$ cat config.mk
export PLATFORM = sky130hd
export DESIGN_NAME = feature_baseline_tracker
export DESIGN_NICKNAME = d
export VERILOG_FILES = /design/src/rtl/seizure_det_pkg.sv /design/src/rtl/window_accum.sv /design/src/rtl/feature_baseline_tracker.sv
export SDC_FILE = /design/constraint.sdc
export NUM_CORES = 1
export LEC_CHECK = 0
export BUFFER_PORTS_ARGS = -buffer_cell sky130_fd_sc_hd__buf_4
export CORE_MARGIN = 10
export CORE_UTILIZATION = 60
export CTS_CLUSTER_DIAMETER = 30
export DETAILED_ROUTE_END_ITERATION = 8
export PLACE_DENSITY = 0.8
export SYNTH_ARGS = -nofsm -noshare
export SYNTH_HDL_FRONTEND = slang
export SYNTH_SLANG_ARGS = --single-unit
$ cat constraint.sdc
create_clock -name clk -period 14.52 [get_ports clk]
set_input_delay 1.452 -clock clk [delete_from_list [all_inputs] [get_ports clk]]
set_output_delay 1.452 -clock clk [all_outputs]
set_load 0.02 [all_outputs]
$ cat src/rtl/seizure_det_pkg.sv
// Shared types, default widths and helpers for the seizure-detection feature blocks.
package seizure_det_pkg;

  typedef enum logic {
    WARMUP = 1'b0,
    TRACK  = 1'b1
  } tracker_state_t;

  localparam int FEAT_W    = 72;
  localparam int BASE_W    = 50;
  localparam int LL_W      = 41;
  localparam int LL_BASE_W = 34;

  // Working width of sat_resize; callers sign-extend into it and truncate the result.
  localparam int SAT_W = 128;

  function automatic logic signed [SAT_W-1:0] sat_resize(
    input logic signed [SAT_W-1:0] x,
    input int                      out_w
  );
    logic signed [SAT_W-1:0] one;
    logic signed [SAT_W-1:0] hi;
    logic signed [SAT_W-1:0] lo;
    one = {{(SAT_W-1){1'b0}}, 1'b1};
    hi  = (one <<< (out_w - 1)) - one;
    lo  = ~hi;
    if (x > hi) begin
      return hi;
    end else if (x < lo) begin
      return lo;
    end
    return x;
  endfunction

endpackage

$ cat src/rtl/window_accum.sv
// Block accumulator: sums 2^LOG2_WIN accepted samples, tracks freeze taint, and
// emits a registered, saturated window mean with a one-cycle strobe.
module window_accum
  import seizure_det_pkg::*;
#(
  parameter int IN_W     = FEAT_W,
  parameter int OUT_W    = seizure_det_pkg::BASE_W,
  parameter int LOG2_WIN = 8
) (
  input  logic                    clk,
  input  logic                    rst,
  input  logic                    clear,
  input  logic signed [IN_W-1:0]  feat_in,
  input  logic                    feat_valid,
  input  logic                    freeze,
  output logic                    mean_stb,
  output logic signed [OUT_W-1:0] mean,
  output logic                    mean_taint
);

  localparam int ACC_W = IN_W + LOG2_WIN;

  logic signed [ACC_W-1:0]  acc_reg;
  logic [LOG2_WIN-1:0]      cnt_reg;
  logic                     taint_reg;
  logic                     stb_reg;
  logic signed [OUT_W-1:0]  mean_reg;
  logic                     mean_taint_reg;

  logic                     accept;
  logic                     wrap;
  logic                     in_window;
  logic                     taint_now;
  logic signed [ACC_W-1:0]  acc_sum;
  logic signed [ACC_W-1:0]  acc_mean;
  logic signed [OUT_W-1:0]  mean_sat;

  always_comb begin
    accept    = feat_valid && !clear;
    wrap      = accept && (cnt_reg == '1);
    // A window is open from its first accepted sample until its last one.
    in_window = accept || (cnt_reg != '0);
    taint_now = taint_reg || (freeze && in_window);
    acc_sum   = acc_reg + ACC_W'(feat_in);
    acc_mean  = acc_sum >>> LOG2_WIN;
    mean_sat  = OUT_W'(sat_resize(SAT_W'(acc_mean), OUT_W));
  end

  always_ff @(posedge clk) begin
    if (rst || clear) begin
      acc_reg        <= '0;
      cnt_reg        <= '0;
      taint_reg      <= 1'b0;
      stb_reg        <= 1'b0;
      mean_reg       <= '0;
      mean_taint_reg <= 1'b0;
    end else begin
      stb_reg   <= wrap;
      taint_reg <= wrap ? 1'b0 : taint_now;
      if (wrap) begin
        mean_reg       <= mean_sat;
        mean_taint_reg <= taint_now;
        acc_reg        <= '0;
        cnt_reg        <= '0;
      end else if (accept) begin
        acc_reg <= acc_sum;
        cnt_reg <= cnt_reg + 1'b1;
      end
    end
  end

  assign mean_stb   = stb_reg;
  assign mean       = mean_reg;
  assign mean_taint = mean_taint_reg;

endmodule

$ cat src/rtl/feature_baseline_tracker.sv
// Per-feature baseline: folds clean window means into an EMA, discarding windows
// that overlapped a detection.
module feature_baseline_tracker
  import seizure_det_pkg::*;
#(
  parameter int IN_W      = FEAT_W,
  parameter int BASE_W    = seizure_det_pkg::BASE_W,
  parameter int LOG2_WIN  = 8,
  parameter int EMA_SHIFT = 3
) (
  input  logic                     clk,
  input  logic                     rst,
  input  logic signed [IN_W-1:0]   feat_in,
  input  logic                     feat_valid,
  input  logic                     freeze,
  input  logic                     clear,
  output logic signed [BASE_W-1:0] base_out,
  output logic                     base_valid,
  output logic                     base_update,
  output logic                     win_discard
);

  logic                     mean_stb;
  logic signed [BASE_W-1:0] mean;
  logic                     mean_taint;

  tracker_state_t           state_reg;
  logic signed [BASE_W-1:0] base_reg;
  logic                     base_valid_reg;
  logic                     update_reg;
  logic                     discard_reg;

  logic signed [BASE_W:0]   diff;
  logic signed [BASE_W:0]   step;
  logic signed [BASE_W-1:0] ema_next;

  window_accum #(
    .IN_W     (IN_W),
    .OUT_W    (BASE_W),
    .LOG2_WIN (LOG2_WIN)
  ) u_window_accum (
    .clk        (clk),
    .rst        (rst),
    .clear      (clear),
    .feat_in    (feat_in),
    .feat_valid (feat_valid),
    .freeze     (freeze),
    .mean_stb   (mean_stb),
    .mean       (mean),
    .mean_taint (mean_taint)
  );

  // The step lies between 0 and diff, so base + step stays between base and mean
  // and truncating back to BASE_W bits never wraps.
  always_comb begin
    diff     = {mean[BASE_W-1], mean} - {base_reg[BASE_W-1], base_reg};
    step     = diff >>> EMA_SHIFT;
    ema_next = BASE_W'({base_reg[BASE_W-1], base_reg} + step);
  end

  always_ff @(posedge clk) begin
    if (rst) begin
      state_reg      <= WARMUP;
      base_reg       <= '0;
      base_valid_reg <= 1'b0;
      update_reg     <= 1'b0;
      discard_reg    <= 1'b0;
    end else begin
      update_reg  <= 1'b0;
      discard_reg <= 1'b0;
      if (clear) begin
        // Drops the mean waiting in the accumulator's output register too.
        state_reg      <= WARMUP;
        base_valid_reg <= 1'b0;
      end else if (mean_stb) begin
        if (mean_taint) begin
          discard_reg <= 1'b1;
        end else begin
          update_reg <= 1'b1;
          case (state_reg)
            WARMUP: begin
              base_reg       <= mean;
              base_valid_reg <= 1'b1;
              state_reg      <= TRACK;
            end
            default: begin
              base_reg <= ema_next;
            end
          endcase
        end
      end
    end
  end

  assign base_out    = base_reg;
  assign base_valid  = base_valid_reg;
  assign base_update = update_reg;
  assign win_discard = discard_reg;

endmodule

# Yosys cells after proc, flatten, opt, wreduce, memory -nomap -nowiden
# Index checks and enable logic that the tools add are counted.
[totals] wordCells=44 reg_bits=195 out_inout_bits=53 in_bits=77
[op_classes] addsub=4 n_eq_ne=1 bitwise=4 magnitude_cmp=2 mux=8 n_reduce_logical=14
[op_table] cell="2-to-1 mux 50 bit" n=4
[op_table] cell="adder 80 x 72 -> 80 bit" n=1
[op_table] cell="greater-than comparator 72 x 50 -> 1 bit (second input constant)" n=1
[op_table] cell="less-than comparator 72 x 50 -> 1 bit (second input constant)" n=1
[op_table] cell="subtractor 50 x 50 -> 51 bit" n=1
[op_table] cell="adder 50 x 48 -> 50 bit" n=1
[op_table] cell="adder 8 x 1 -> 8 bit (second input constant)" n=1
[op_table] cell="equality test 8 bit (second input constant)" n=1
[op_table] cell="nonzero test 8 bit" n=1
[op_table] cell="AND reduction 3 bit" n=2
[op_table] cell="2-to-1 mux 1 bit" n=4
[op_table] cell="inverter 1 bit" n=4
[op_table] cell="OR reduction 2 bit" n=2
[op_table] cell="logical AND 1 bit" n=3
[op_table] cell="logical OR 1 bit" n=3
[op_table] cell="OR reduction 3 bit" n=1
[op_table] cell="AND reduction 2 bit" n=1
[op_table] cell="zero test 1 bit" n=1

# Logic depth before layout (Yosys ltp)
[logic_depth] word_depth=5 mapped_depth=30 depth_no_buf=30

# Modules after synthesis
# From an unflattened synthesis, not the netlist that was laid out.
[hier_totals] cells_unflattened=2516 area_unflattened_um2=18273.8
[modules_own_cells] module="window_accum" cells_each=1493 instances=1 area_each_um2=10677.7 seq_area_each_um2=2822.7
[modules_own_cells] module="feature_baseline_tracker" cells_each=1023 instances=1 area_each_um2=7596.0 seq_area_each_um2=1081.0

# Worst setup path after synthesis
# No wires, ideal clock.
[synth_path] path_type="input port to flip-flop" start="input feat_in[0]" end="register u_window_accum.mean_reg[38], in the netlist u_window_accum.mean[38]" cell_stages=17 arrival_time_ns=5.517 t_required_ns=14.392 slack_ns=8.875 setup_time_ns=0.128 path_buffers=1 path_cell_list="ha_1 > fa_1 > a21o_1 > a221oi_2 > nor3_1 > o31ai_1 > a2111oi_0 > or3_1 > a21bo_1 > a41o_1 > xnor2_4 > nand4_1 > or4b_4 > or4_4 > buf_6 > a21oi_2 > o21ai_1"
[synth_between] elab_chain_cells=5 elab_cells_between_ends=7 classes_between="add/sub: 1; order compare: 2; mux: 4"
[synth_rtl] item="start, declared" line="feature_baseline_tracker.sv:13" source="input logic signed [IN_W-1:0] feat_in,"
[synth_rtl] item="adder 80 x 72 -> 80 bit *" line="window_accum.sv:44" source="acc_sum = acc_reg + ACC_W'(feat_in);"
[synth_rtl] item="less-than comparator 72 x 50 -> 1 bit" line="seizure_det_pkg.sv:29" source="end else if (x < lo) begin"
[synth_rtl] item="2-to-1 mux 1 bit" line="seizure_det_pkg.sv:29"
[synth_rtl] item="2-to-1 mux 1 bit" line="seizure_det_pkg.sv:27" source="if (x > hi) begin"
[synth_rtl] item="2-to-1 mux 50 bit *" line="seizure_det_pkg.sv:32" source="return x;"
[synth_rtl] item="end signal, assigned" line="window_accum.sv:61" source="mean_reg <= mean_sat;"
[synth_rtl] item="end, declared" line="window_accum.sv:27" source="logic signed [OUT_W-1:0] mean_reg;"
# Mark *: on every way between the ends. The rest lies on a longest branch, timed or not.
# A chain may end at the register's enable or synchronous reset.

# Worst setup path in the final report
[layout_path] start="register base_reg[2], in the netlist base_out[2]" end="register base_reg[49], in the netlist base_out[49]"
[layout_between] elab_chain_cells=3
[layout_rtl] item="start, declared" line="feature_baseline_tracker.sv:28" source="logic signed [BASE_W-1:0] base_reg;"
[layout_rtl] item="start signal, assigned" line="feature_baseline_tracker.sv:82" source="base_reg <= mean;"
[layout_rtl] item="start signal, assigned" line="feature_baseline_tracker.sv:87" source="base_reg <= ema_next;"
[layout_rtl] item="subtractor 50 x 50 -> 51 bit" line="feature_baseline_tracker.sv:56" source="diff = {mean[BASE_W-1], mean} - {base_reg[BASE_W-1], base_reg};"
[layout_rtl] item="adder 50 x 48 -> 50 bit *" line="feature_baseline_tracker.sv:58" source="ema_next = BASE_W'({base_reg[BASE_W-1], base_reg} + step);"
[layout_rtl] item="2-to-1 mux 50 bit *" line="feature_baseline_tracker.sv:80" source="case (state_reg)"
# Marked as above.

==> results.json <==
{
  "status": "finished clean",
  "numCtsBuffers": 17,
  "reg2reg_to": "base_out[49]",
  "critPathLaunchType": "register",
  "min-delay-start": "u_window_accum.acc_reg[5]",
  "hold_slack_ns": 0.459,
  "clock-sinks": 195,
  "wl_per_cell_um": 18.5,
  "die_y_um": 188,
  "synth-main-ff-cell": "dfxtp_1",
  "overflow": 0,
  "clock.fmax_ghz": 0.155,
  "drtAntennaViolNets": 0,
  "synth-seq-area-share": 0.229,
  "worstSetupStartpoint": "base_out[2]",
  "drc": 0,
  "cts_tree": "yes",
  "synth_enable_flop_cells": 0,
  "core_um2": 27900,
  "io_pins": 130,
  "worst-path-max-fanout": 5,
  "post_drt_via_cell_ratio": 6.24,
  "p_leak_uw": 0.00805,
  "antenna_found_initial": 0,
  "post_dp_cell_area_um2": 18100,
  "grt_pass1_wl_mm": 81.3,
  "vias": 16900,
  "synth_cell_types": 96,
  "p_per_area_nw_per_um2": 67.4,
  "tns_ns": 0,
  "syn_area_per_cell_um2": 7.52,
  "num-fill-cells": 2424,
  "die_x_um": 188,
  "layout-area-overhead-vs-synth_pct": 10.1,
  "wirelength_mm": 50.1,
  "clk_latency_ns": 0.46,
  "cts_max_level": 4,
  "r2r_start": "base_out[2]",
  "setup_viol": 0,
  "hold_violations": 0,
  "start_util": 0.611,
  "cts_repair_resize_count": 0,
  "tightest_slew_ns": 1.24,
  "vdd_ir_drop_max_uv": 85.5,
  "gp_congestion": 0.980,
  "cts_buffer_depth": 2,
  "rsz0062_at_grt": "no",
  "fin_worst_skew_ns": 0.0132,
  "synth_seq_cells": 195,
  "grt_pass1_vias": 15900,
  "clk_pin_slew_ns": 0.08,
  "async_flop_share": 0,
  "postSynthCellCount": 2262,
  "syn-cell-area_um2": 17000,
  "fp-row-count": 61,
  "cp_data_arrival_time_ns": 6.80,
  "synth_fp_nets": 2520,
  "crit_type": "reg -> reg",
  "period_share": 0.443,
  "largest_reg_flops": 80,
  "nets": 2579,
  "required_ns": 14.89,
  "cap_violations": 0,
  "cts_setup_buffers": 0,
  "port_buffers": 129,
  "root_buffer": "clkbuf_16",
  "reg2reg_slack_ns": 8.09,
  "worstSetupEndpointType": "register",
  "drive_gt1_frac": 0.0981,
  "maxSlewViolCount": 0,
  "yosys_warnings": 0,
  "dieArea_um2": 35500,
  "min_path_type": "reg -> reg",
  "final_cell_area_um2": 18700,
  "p_total_uw": 1260,
  "timing.final.crit_period_ns": 6.43,
  "grt_max_degree": 71,
  "postCtsHoldBufs": 0,
  "cp-endpoint": "base_out[49]",
  "reg2reg_depth": 26,
  "dp_hpwl_mm": 39.0,
  "drt_first_pass_iters": 6,
  "drt-initial-drc-count": 1416,
  "gr-usage-all-layers": 0.273,
  "max_slew_margin": 0.169,
  "antenna_cells": 0,
  "hold_depth": 2
}
## metal layers
layer,global-route usage,wire length [µm]
met1,0.367,23300
met5,0,0
met4,0.0632,765
met3,0.0406,3010
met2,0.452,23100
## synthesized netlist by cell type, drive strengths merged (6+ instances only)
| library cell | number | share of area |
|---|---|---|
| nand2b | 17 | 0.0063 |
| a22o | 37 | 0.019 |
| nand3 | 42 | 0.013 |
| inv | 85 | 0.019 |
| or2 | 11 | 0.0040 |
| or4 | 6 | 0.0029 |
| and2 | 18 | 0.0066 |
| a31oi | 25 | 0.0092 |
| and3 | 23 | 0.0085 |
| xor2 | 68 | 0.036 |
| o21a | 24 | 0.011 |
| a221oi | 16 | 0.0096 |
| a21boi | 11 | 0.0049 |
| nor2 | 231 | 0.051 |
| a2111oi | 11 | 0.0071 |
| a21o | 74 | 0.033 |
| nand2 | 276 | 0.061 |
| a21oi | 267 | 0.082 |
| nor3 | 42 | 0.012 |
| o21ai | 151 | 0.045 |
| buf | 32 | 0.011 |
| nor4 | 11 | 0.0053 |
| nor2b | 20 | 0.0075 |
| o211ai | 16 | 0.0071 |
| o31ai | 6 | 0.0026 |
| a211oi | 57 | 0.025 |
| clkbuf | 64 | 0.014 |
| o21bai | 12 | 0.0053 |
| mux2i | 29 | 0.017 |
| ha | 179 | 0.13 |
| dfxtp | 195 | 0.23 |
| or3 | 11 | 0.0040 |
| a211o | 6 | 0.0031 |
| nand4 | 35 | 0.013 |
| xnor2 | 89 | 0.047 |
## worst min path at each step
stage,endpoint,slack [ns]
2_1_floorplan,u_window_accum.taint_reg,0.42
3_3_place_gp,u_window_accum.acc_reg[5],0.44
3_5_place_dp,u_window_accum.acc_reg[5],0.45
4_1_cts,u_window_accum.acc_reg[5],0.46
5_1_grt,u_window_accum.acc_reg[6],0.48
6_report,u_window_accum.acc_reg[5],0.46
## power by group
group          internal [µW]  total, µW  switching (µW)
clock                    268        511             242
combinational           73.6        206             132
sequential               541        546            5.33
## layout make-up
type | instances | area (µm²) | share of cell area
Clock buffer | 18 | 439 | 0.0234
Clock inverter | 14 | 185 | 0.00988
Inverter | 86 | 323 | 0.0172
Multi-Input combinational cell | 1883 | 12400 | 0.661
Sequential cell | 195 | 3910 | 0.208
Tap cell | 378 | 473 | 0.0252
Timing Repair Buffer | 138 | 1030 | 0.0552
## through the flow
| step | instances | worst slack [ns] | utilization |
|---|---|---|---|
| after floorplan | 2262 | 8.88 | - |
| final | 2712 | 8.09 | 0.672 |
| after detailed placement | 2680 | 8.08 | 0.650 |
| after global placement | 2679 | 7.72 | 0.650 |
| after CTS | 2712 | 8.19 | 0.672 |
| after global routing | 2712 | 7.57 | 0.672 |
## kinds of logic after synthesis
| logic type | share of synthesized area |
|---|---|
| adders and majority gates | 0.134 |
| AOI/OAI and AO/OA | 0.289 |
| xor gates and xnor gates | 0.0835 |
| and+or+nand+nor | 0.202 |
| DFF | 0.229 |
| buffers and inverters | 0.0450 |
| muxes | 0.0171 |
## placed cells by master, fill, tap and decap left out, types with 6 or more instances in the layout
master,instances
nand2b_1,16
dfxtp_1,194
nor4_1,9
o21ai_0,128
a221oi_1,14
a211oi_1,57
a21oi_1,253
nand4_1,35
a21boi_0,10
o21ai_1,22
xnor2_1,87
nor3_1,42
o21a_1,24
a21o_1,71
mux2i_1,29
nor2b_1,18
clkbuf_16,17
nand3_1,41
buf_4,137
a22o_1,37
ha_1,179
inv_1,85
a211o_1,6
o211ai_1,16
xor2_1,67
o31ai_1,6
nor2_1,229
and2_1,17
or3_1,11
nand2_1,274
or2_2,10
and3_1,22
a31oi_1,25
a21oi_2,13
o21bai_1,12
a2111oi_0,9
## critical path: stages (launching register included)
cell	delay, ns
dfxtp_1	0.38
inv_1	0.06
ha_1	0.30
a21o_1	0.16
a31oi_1	0.32
nor2_1	0.09
o211ai_1	0.22
a21oi_1	0.15
o21ai_0	0.26
a21oi_1	0.11
a2111oi_0	0.65
a21oi_1	0.32
a21oi_1	0.27
xnor2_1	0.14
ha_1	0.30
a21oi_1	0.31
nand3_1	0.12
a211o_1	0.26
nand2_1	0.11
o31ai_1	0.12
or4_1	0.44
nand2_1	0.13
o21ai_0	0.16
a221oi_1	0.40
xor2_1	0.25
nor2_1	0.08
a311oi_1	0.22
No activity file was read; power rests on OpenSTA's default activity.
